**src/rtl/big_core_kbd_ps2_rx.sv**
```systemverilog
// PS/2 keyboard receiver: synchronises and de-glitches kbd_clk/kbd_data, deserialises 11-bit frames into {parity, data}.
// Optional mid-frame timeout abort is enabled by defining MAFIA_KBD_RX_TIMEOUT_EN.
module big_core_kbd_ps2_rx #(
    parameter int FILTER_LEN     = 4,
    parameter int TIMEOUT_CYCLES = 50000
) (
    input  logic       Clk,
    input  logic       Rst,
    input  logic       kbd_clk,
    input  logic       kbd_data,
    output logic       rx_valid,
    output logic [8:0] rx_data,
    output logic       frame_err,
    output logic       rx_busy
);

    localparam logic [3:0] FILT_LAST = 4'(FILTER_LEN - 1);

    typedef enum logic [1:0] {S_IDLE, S_DATA, S_STOP} state_t;

    state_t     r_state, w_state_next;
    logic [1:0] r_clk_sync, r_data_sync;
    logic       w_clk_s, w_data_s;
    logic [3:0] r_filt_cnt;
    logic       r_filt_lvl, r_filt_lvl_d, r_fe;
    logic [3:0] r_cnt, w_cnt_next;
    logic [8:0] r_shift, w_shift_next;
    logic [8:0] r_rx_data, w_rx_data_next;
    logic       r_rx_valid, w_rx_valid_next;
    logic       r_frame_err, w_frame_err_next;
    logic       w_timeout;

    assign w_clk_s  = r_clk_sync[1];
    assign w_data_s = r_data_sync[1];

    always_ff @(posedge Clk) begin
        if (Rst) begin
            r_clk_sync  <= 2'b11;
            r_data_sync <= 2'b11;
        end else begin
            r_clk_sync  <= {r_clk_sync[0], kbd_clk};
            r_data_sync <= {r_data_sync[0], kbd_data};
        end
    end

    // Level only flips after FILTER_LEN consecutive cycles at the new value;
    // the edge strobe comes one cycle later via the delayed level copy.
    always_ff @(posedge Clk) begin
        if (Rst) begin
            r_filt_cnt   <= 4'd0;
            r_filt_lvl   <= 1'b1;
            r_filt_lvl_d <= 1'b1;
            r_fe         <= 1'b0;
        end else begin
            r_filt_lvl_d <= r_filt_lvl;
            r_fe         <= r_filt_lvl_d & ~r_filt_lvl;
            if (w_clk_s != r_filt_lvl) begin
                if (r_filt_cnt == FILT_LAST) begin
                    r_filt_lvl <= ~r_filt_lvl;
                    r_filt_cnt <= 4'd0;
                end else begin
                    r_filt_cnt <= r_filt_cnt + 4'd1;
                end
            end else begin
                r_filt_cnt <= 4'd0;
            end
        end
    end

`ifdef MAFIA_KBD_RX_TIMEOUT_EN
    localparam logic [15:0] TO_LAST = 16'(TIMEOUT_CYCLES - 1);
    logic [15:0] r_idle_cnt;

    assign w_timeout = (r_state != S_IDLE) && (r_idle_cnt == TO_LAST);

    always_ff @(posedge Clk) begin
        if (Rst || r_state == S_IDLE || r_fe || w_timeout) begin
            r_idle_cnt <= 16'd0;
        end else begin
            r_idle_cnt <= r_idle_cnt + 16'd1;
        end
    end
`else
    assign w_timeout = 1'b0;
`endif

    always_ff @(posedge Clk) begin
        if (Rst) begin
            r_state     <= S_IDLE;
            r_cnt       <= 4'd0;
            r_shift     <= 9'd0;
            r_rx_data   <= 9'd0;
            r_rx_valid  <= 1'b0;
            r_frame_err <= 1'b0;
        end else begin
            r_state     <= w_state_next;
            r_cnt       <= w_cnt_next;
            r_shift     <= w_shift_next;
            r_rx_data   <= w_rx_data_next;
            r_rx_valid  <= w_rx_valid_next;
            r_frame_err <= w_frame_err_next;
        end
    end

    always_comb begin
        w_state_next     = r_state;
        w_cnt_next       = r_cnt;
        w_shift_next     = r_shift;
        w_rx_data_next   = r_rx_data;
        w_rx_valid_next  = 1'b0;
        w_frame_err_next = 1'b0;
        if (w_timeout) begin
            w_state_next     = S_IDLE;
            w_frame_err_next = 1'b1;
        end else if (r_fe) begin
            case (r_state)
                S_IDLE: begin
                    if (!w_data_s) begin
                        w_state_next = S_DATA;
                        w_cnt_next   = 4'd0;
                    end
                end
                S_DATA: begin
                    // Bit 8 of the shift register captures the parity bit.
                    w_shift_next[r_cnt] = w_data_s;
                    w_cnt_next          = r_cnt + 4'd1;
                    if (r_cnt == 4'd8) begin
                        w_state_next = S_STOP;
                    end
                end
                S_STOP: begin
                    w_state_next = S_IDLE;
                    if (w_data_s) begin
                        w_rx_valid_next = 1'b1;
                        w_rx_data_next  = r_shift;
                    end else begin
                        w_frame_err_next = 1'b1;
                    end
                end
                default: w_state_next = S_IDLE;
            endcase
        end
    end

    assign rx_valid  = r_rx_valid;
    assign rx_data   = r_rx_data;
    assign frame_err = r_frame_err;
    assign rx_busy   = (r_state != S_IDLE);

endmodule

```
**config.mk**
```make
export PLATFORM = sky130hd
export DESIGN_NAME = big_core_kbd_ps2_rx
export DESIGN_NICKNAME = d
export VERILOG_FILES = /design/src/rtl/big_core_kbd_ps2_rx.sv
export SDC_FILE = /design/constraint.sdc
export NUM_CORES = 1
export LEC_CHECK = 0
export CAP_MARGIN = 20
export CORE_MARGIN = 2
export CORE_UTILIZATION = 49
export DETAILED_ROUTE_END_ITERATION = 10
export PLACE_DENSITY = 0.83
export SYNTH_ARGS = -nofsm -noshare
export SYNTH_HDL_FRONTEND = slang
export SYNTH_SLANG_ARGS = --single-unit
export TNS_END_PERCENT = 20
```
**constraint.sdc**
```tcl
create_clock -name Clk -period 1.2 [get_ports Clk]
set_clock_uncertainty 0.05 [all_clocks]
set_input_delay 0.36 -clock Clk [delete_from_list [all_inputs] [get_ports Clk]]
set_output_delay 0.36 -clock Clk [all_outputs]
set_load 0.05 [all_outputs]
```
==> impl_metrics.toml <==
[status]
status = "finished, violations left"
failed_checks = "negative setup slack"

[power]
ir_worst_vdd_mv = 0.7965
combinational_share_of_power_pct = 3.3
total_switching_power_uw = 463.3
power_frac_seq_pct = 61.4
power.total_mw = 2.011
p_leak_nw = 0.8361
p_int_mw = 1.547
switching_share_pct = 23.04
clk_network_pwr_share_pct = 35.4
powerDensity_mw_per_mm2 = 935.9

[yosys]
synth_area_per_cell_um2 = 9.330
synthMostInstantiatedCell = "sky130_fd_sc_hd__dfxtp_1"
yosys.cell_types.count = 34
post_synth_main_area_contributors = "sky130_fd_sc_hd__dfxtp_1, sky130_fd_sc_hd__mux2i_1, sky130_fd_sc_hd__nand2b_1"
async_flop_share_pct = 0
syn-cell-area_mm2 = 0.001511
synth_cells = 162
synth_top_flop_cell = "sky130_fd_sc_hd__dfxtp_1"
synth_seq_cells = 37
synth_seq_area_share_pct = 49.01
yosysWarnings = 0
mapped_nets = 171
synth_area_leader_cell = "sky130_fd_sc_hd__dfxtp_1"
synth_edf_count = 0
ys_top_cells_by_count = "sky130_fd_sc_hd__dfxtp_1, sky130_fd_sc_hd__nand2_1, sky130_fd_sc_hd__a21oi_1, sky130_fd_sc_hd__nand2b_1"
share_of_the_synthesized_area_in_the_top_cell_type_pct = 49.01

[timing]
whs_ps = 362.9
worst_relative_slew_slack_pct = 81.16
maxClockFrequency_mhz = 659.5
final-max-slew-violation-count = 0
period_needed_ps = 1516
fin_crit_sh_pct = 126.4
final.setup.tns_ps = -1216
hold_viol_final = 0
post-route-worst-setup-slack_ps = -316.3
setup_viol_count_final = 17
grt_setup_unrepaired = "yes"
max_slew.worst_pin.slew_ps = 282.6

[clocking]
numClockSinks = 37
cts_tree = "yes"
cts_max_path_buffers = 2
worst_skew_pair.late_latency_ps = 350
tritoncts.num_buffers = 5
clock_tree.root_cell = "sky130_fd_sc_hd__clkbuf_4"
clock_transition_at_the_register_clock_pins_on_the_worst_setup_and_hold_paths_after_cts_ps = 110
clock_tree.htree_level_count = 2
post_cts_hold_buffer_count = 0

[floorplan]
die_area_mm2 = 0.003545
placement_rows = 20
floorplan.initialDensity_pct = 50.33
dieHeight_um = 59.54
area_of_the_placeable_core_mm2 = 0.003003
fp.dieW_um = 59.54
ioPinCount = 16

[worst_setup_path]
critPathArrivalTime_ps = 1110
critical_path.cell_chain = "or2_4 > buf_12"
crit_path_start_kind = "flop"
setup.worst_path.class = "reg -> out"
critPathCaptureType = "output port"
setup.reg_to_reg.worst_slack_ps = -90
worst_r2r_startpoint = "r_filt_cnt[1]"
worst_ep_required_time_ps = 790
worst-path-buf-inv = 1
r2r_end = "r_filt_cnt[0]"
worst_setup_path_endpoint = "rx_busy"
reg2reg_depth = 4
cp_max_fo = 4
critPathLaunch = "r_state[1]"
critical-path-slowest-cell = "sky130_fd_sc_hd__dfxtp_2"
critical_path.max_stage_delay_ps = 350
worstSetupPathDepth = 2
timing.critical_path.max_delay_family = "flip-flops"

[route]
routed-via-count = 1222
vias_per_cell = 5.407
routed_wire_length_per_instance_um = 15.15
drt-pass1-iter-count = 4
drt-initial-drc-count = 41
drtAntennaViolNets = 0
totalWireLength_um = 3423
detail_route.drc_violations = 0

[global_routing]
grt_antenna_before_repair = 0
grt_overflow_total = 0
grt_pass1_vias = 1120
globalRouteTotalUtil_pct = 19.69
first_pass_grt_wire_length_um = 4974
grt_start_max_net_pins = 20

[placement]
gp_congestion = 0.7777
port_buffers = 15
pre_cts_slack_ps = -323.0
placed_cells = 216
detailed_place_hpwl_um = 2064

[layout]
layout.filler_cells = 200
diode_count = 0
fin_cells = 226
ratio_of_cells_with_drive_above_1_in_the_final_layout_pct = 42.49
nets = 201
area.growth.synth_to_final_pct = 42.14

[run]
max_cap_violations = 0

[hold_path]
worst_hold_path_type = "reg -> reg"
-- stage by stage --
stage	cell area, um^2	util (%)
2_1_floorplan	1514	-
3_3_place_gp	1892	63.00
3_5_place_dp	1892	63.00
4_1_cts	2019	67.25
5_1_grt	2148	71.54
6_report	2148	71.54
-- placed cells by master, fill, tap and decap left out, types with 3 or more instances in the layout --
| master | Yosys | routed |
|---|---|---|
| sky130_fd_sc_hd__a21oi_1 | 13 | 12 |
| sky130_fd_sc_hd__buf_12 | 0 | 12 |
| sky130_fd_sc_hd__buf_4 | 1 | 14 |
| sky130_fd_sc_hd__buf_6 | 1 | 4 |
| sky130_fd_sc_hd__clkbuf_4 | 0 | 5 |
| sky130_fd_sc_hd__dfxtp_1 | 37 | 17 |
| sky130_fd_sc_hd__dfxtp_2 | 0 | 17 |
| sky130_fd_sc_hd__dfxtp_4 | 0 | 3 |
| sky130_fd_sc_hd__ha_4 | 0 | 3 |
| sky130_fd_sc_hd__mux2i_1 | 9 | 9 |
| sky130_fd_sc_hd__nand2_1 | 19 | 19 |
| sky130_fd_sc_hd__nand2b_1 | 13 | 13 |
| sky130_fd_sc_hd__nand3_1 | 9 | 8 |
| sky130_fd_sc_hd__nand3b_1 | 4 | 4 |
| sky130_fd_sc_hd__nor2_1 | 8 | 6 |
| sky130_fd_sc_hd__o21ai_0 | 4 | 3 |
| sky130_fd_sc_hd__or2_2 | 5 | 4 |
-- layer usage --
layer | vias to the layer above | GRT usage (%) | wire [um]
li1 | 602 | - | -
met1 | 587 | 21.06 | 1337
met2 | 24 | 33.44 | 1860
met3 | 9 | 6.114 | 127
met4 | 0 | 12.38 | 97
met5 | - | 0 | 0
-- how the worst min path moves through the flow --
| stage | from | to | slack, ps | cells past startpoint |
|---|---|---|---|---|
| finish | r_filt_lvl_d | r_fe | 360 | 2 |
| global route | r_filt_lvl_d | r_fe | 390 | 2 |
| CTS | r_data_sync[0] | r_data_sync[1] | 370 | 1 |
| detailed placement | r_data_sync[0] | r_data_sync[1] | 350 | 1 |
| global placement | r_data_sync[0] | r_data_sync[1] | 340 | 1 |
| floorplan | r_clk_sync[0] | r_clk_sync[1] | 340 | 1 |
-- what timing repair did --
item,CTS,global route
setup endpoints to repair,28,42
cloned,0,0
pin swaps,7,6
gates resized for setup,26,29
buffers inserted,0,2
-- power by group through the flow --
stage	registers (mW)	clock network, mW	logic, mW
6_report	1.23	0.711	0.0658
5_1_grt	1.24	0.771	0.0705
3_3_place_gp	1.27	0	0.0564
3_5_place_dp	1.27	0	0.0592
2_1_floorplan	1.27	0	0.0315
4_1_cts	1.24	0.717	0.0606
-- cell type report --
type	instances	area, um^2	area share [%]
clock inverters	2	13.76	0.6407
multi-input cells	111	830.8	38.67
inverters	4	15.01	0.6989
well taps	33	41.29	1.922
repair buffers	33	422.9	19.69
flip-flops and latches	37	773.2	35.99
clock buffers	6	51.30	2.388
-- cell families after synthesis --
group | count (synthesis) | synth area share [%]
AOI/OAI and AO/OA | 21 | 7.533
muxes | 9 | 5.961
buffers and inverters | 14 | 4.553
xor gates and xnor gates | 3 | 1.739
DFF | 37 | 49.01
and+or+nand+nor | 73 | 27.07
adders and majority gates | 5 | 4.139
-- flip-flops by register name, summed over array words and instances, names as in the netlist --
signal	flops
r_clk_sync	2
rx_data	9
r_data_sync	2
r_filt_cnt	4
r_fe	1
r_filt_lvl	1
r_state	2
frame_err	1
r_shift	9
r_cnt	4
rx_valid	1
r_filt_lvl_d	1
-- worst reg2reg max path, stage by stage, from the launching register on --
cell and delay (ps):
sky130_fd_sc_hd__dfxtp_2 360, sky130_fd_sc_hd__ha_4 160, sky130_fd_sc_hd__nor3b_4 150, sky130_fd_sc_hd__or3_4 370, sky130_fd_sc_hd__nor2_1 130
(Power assumes the default switching activity.)
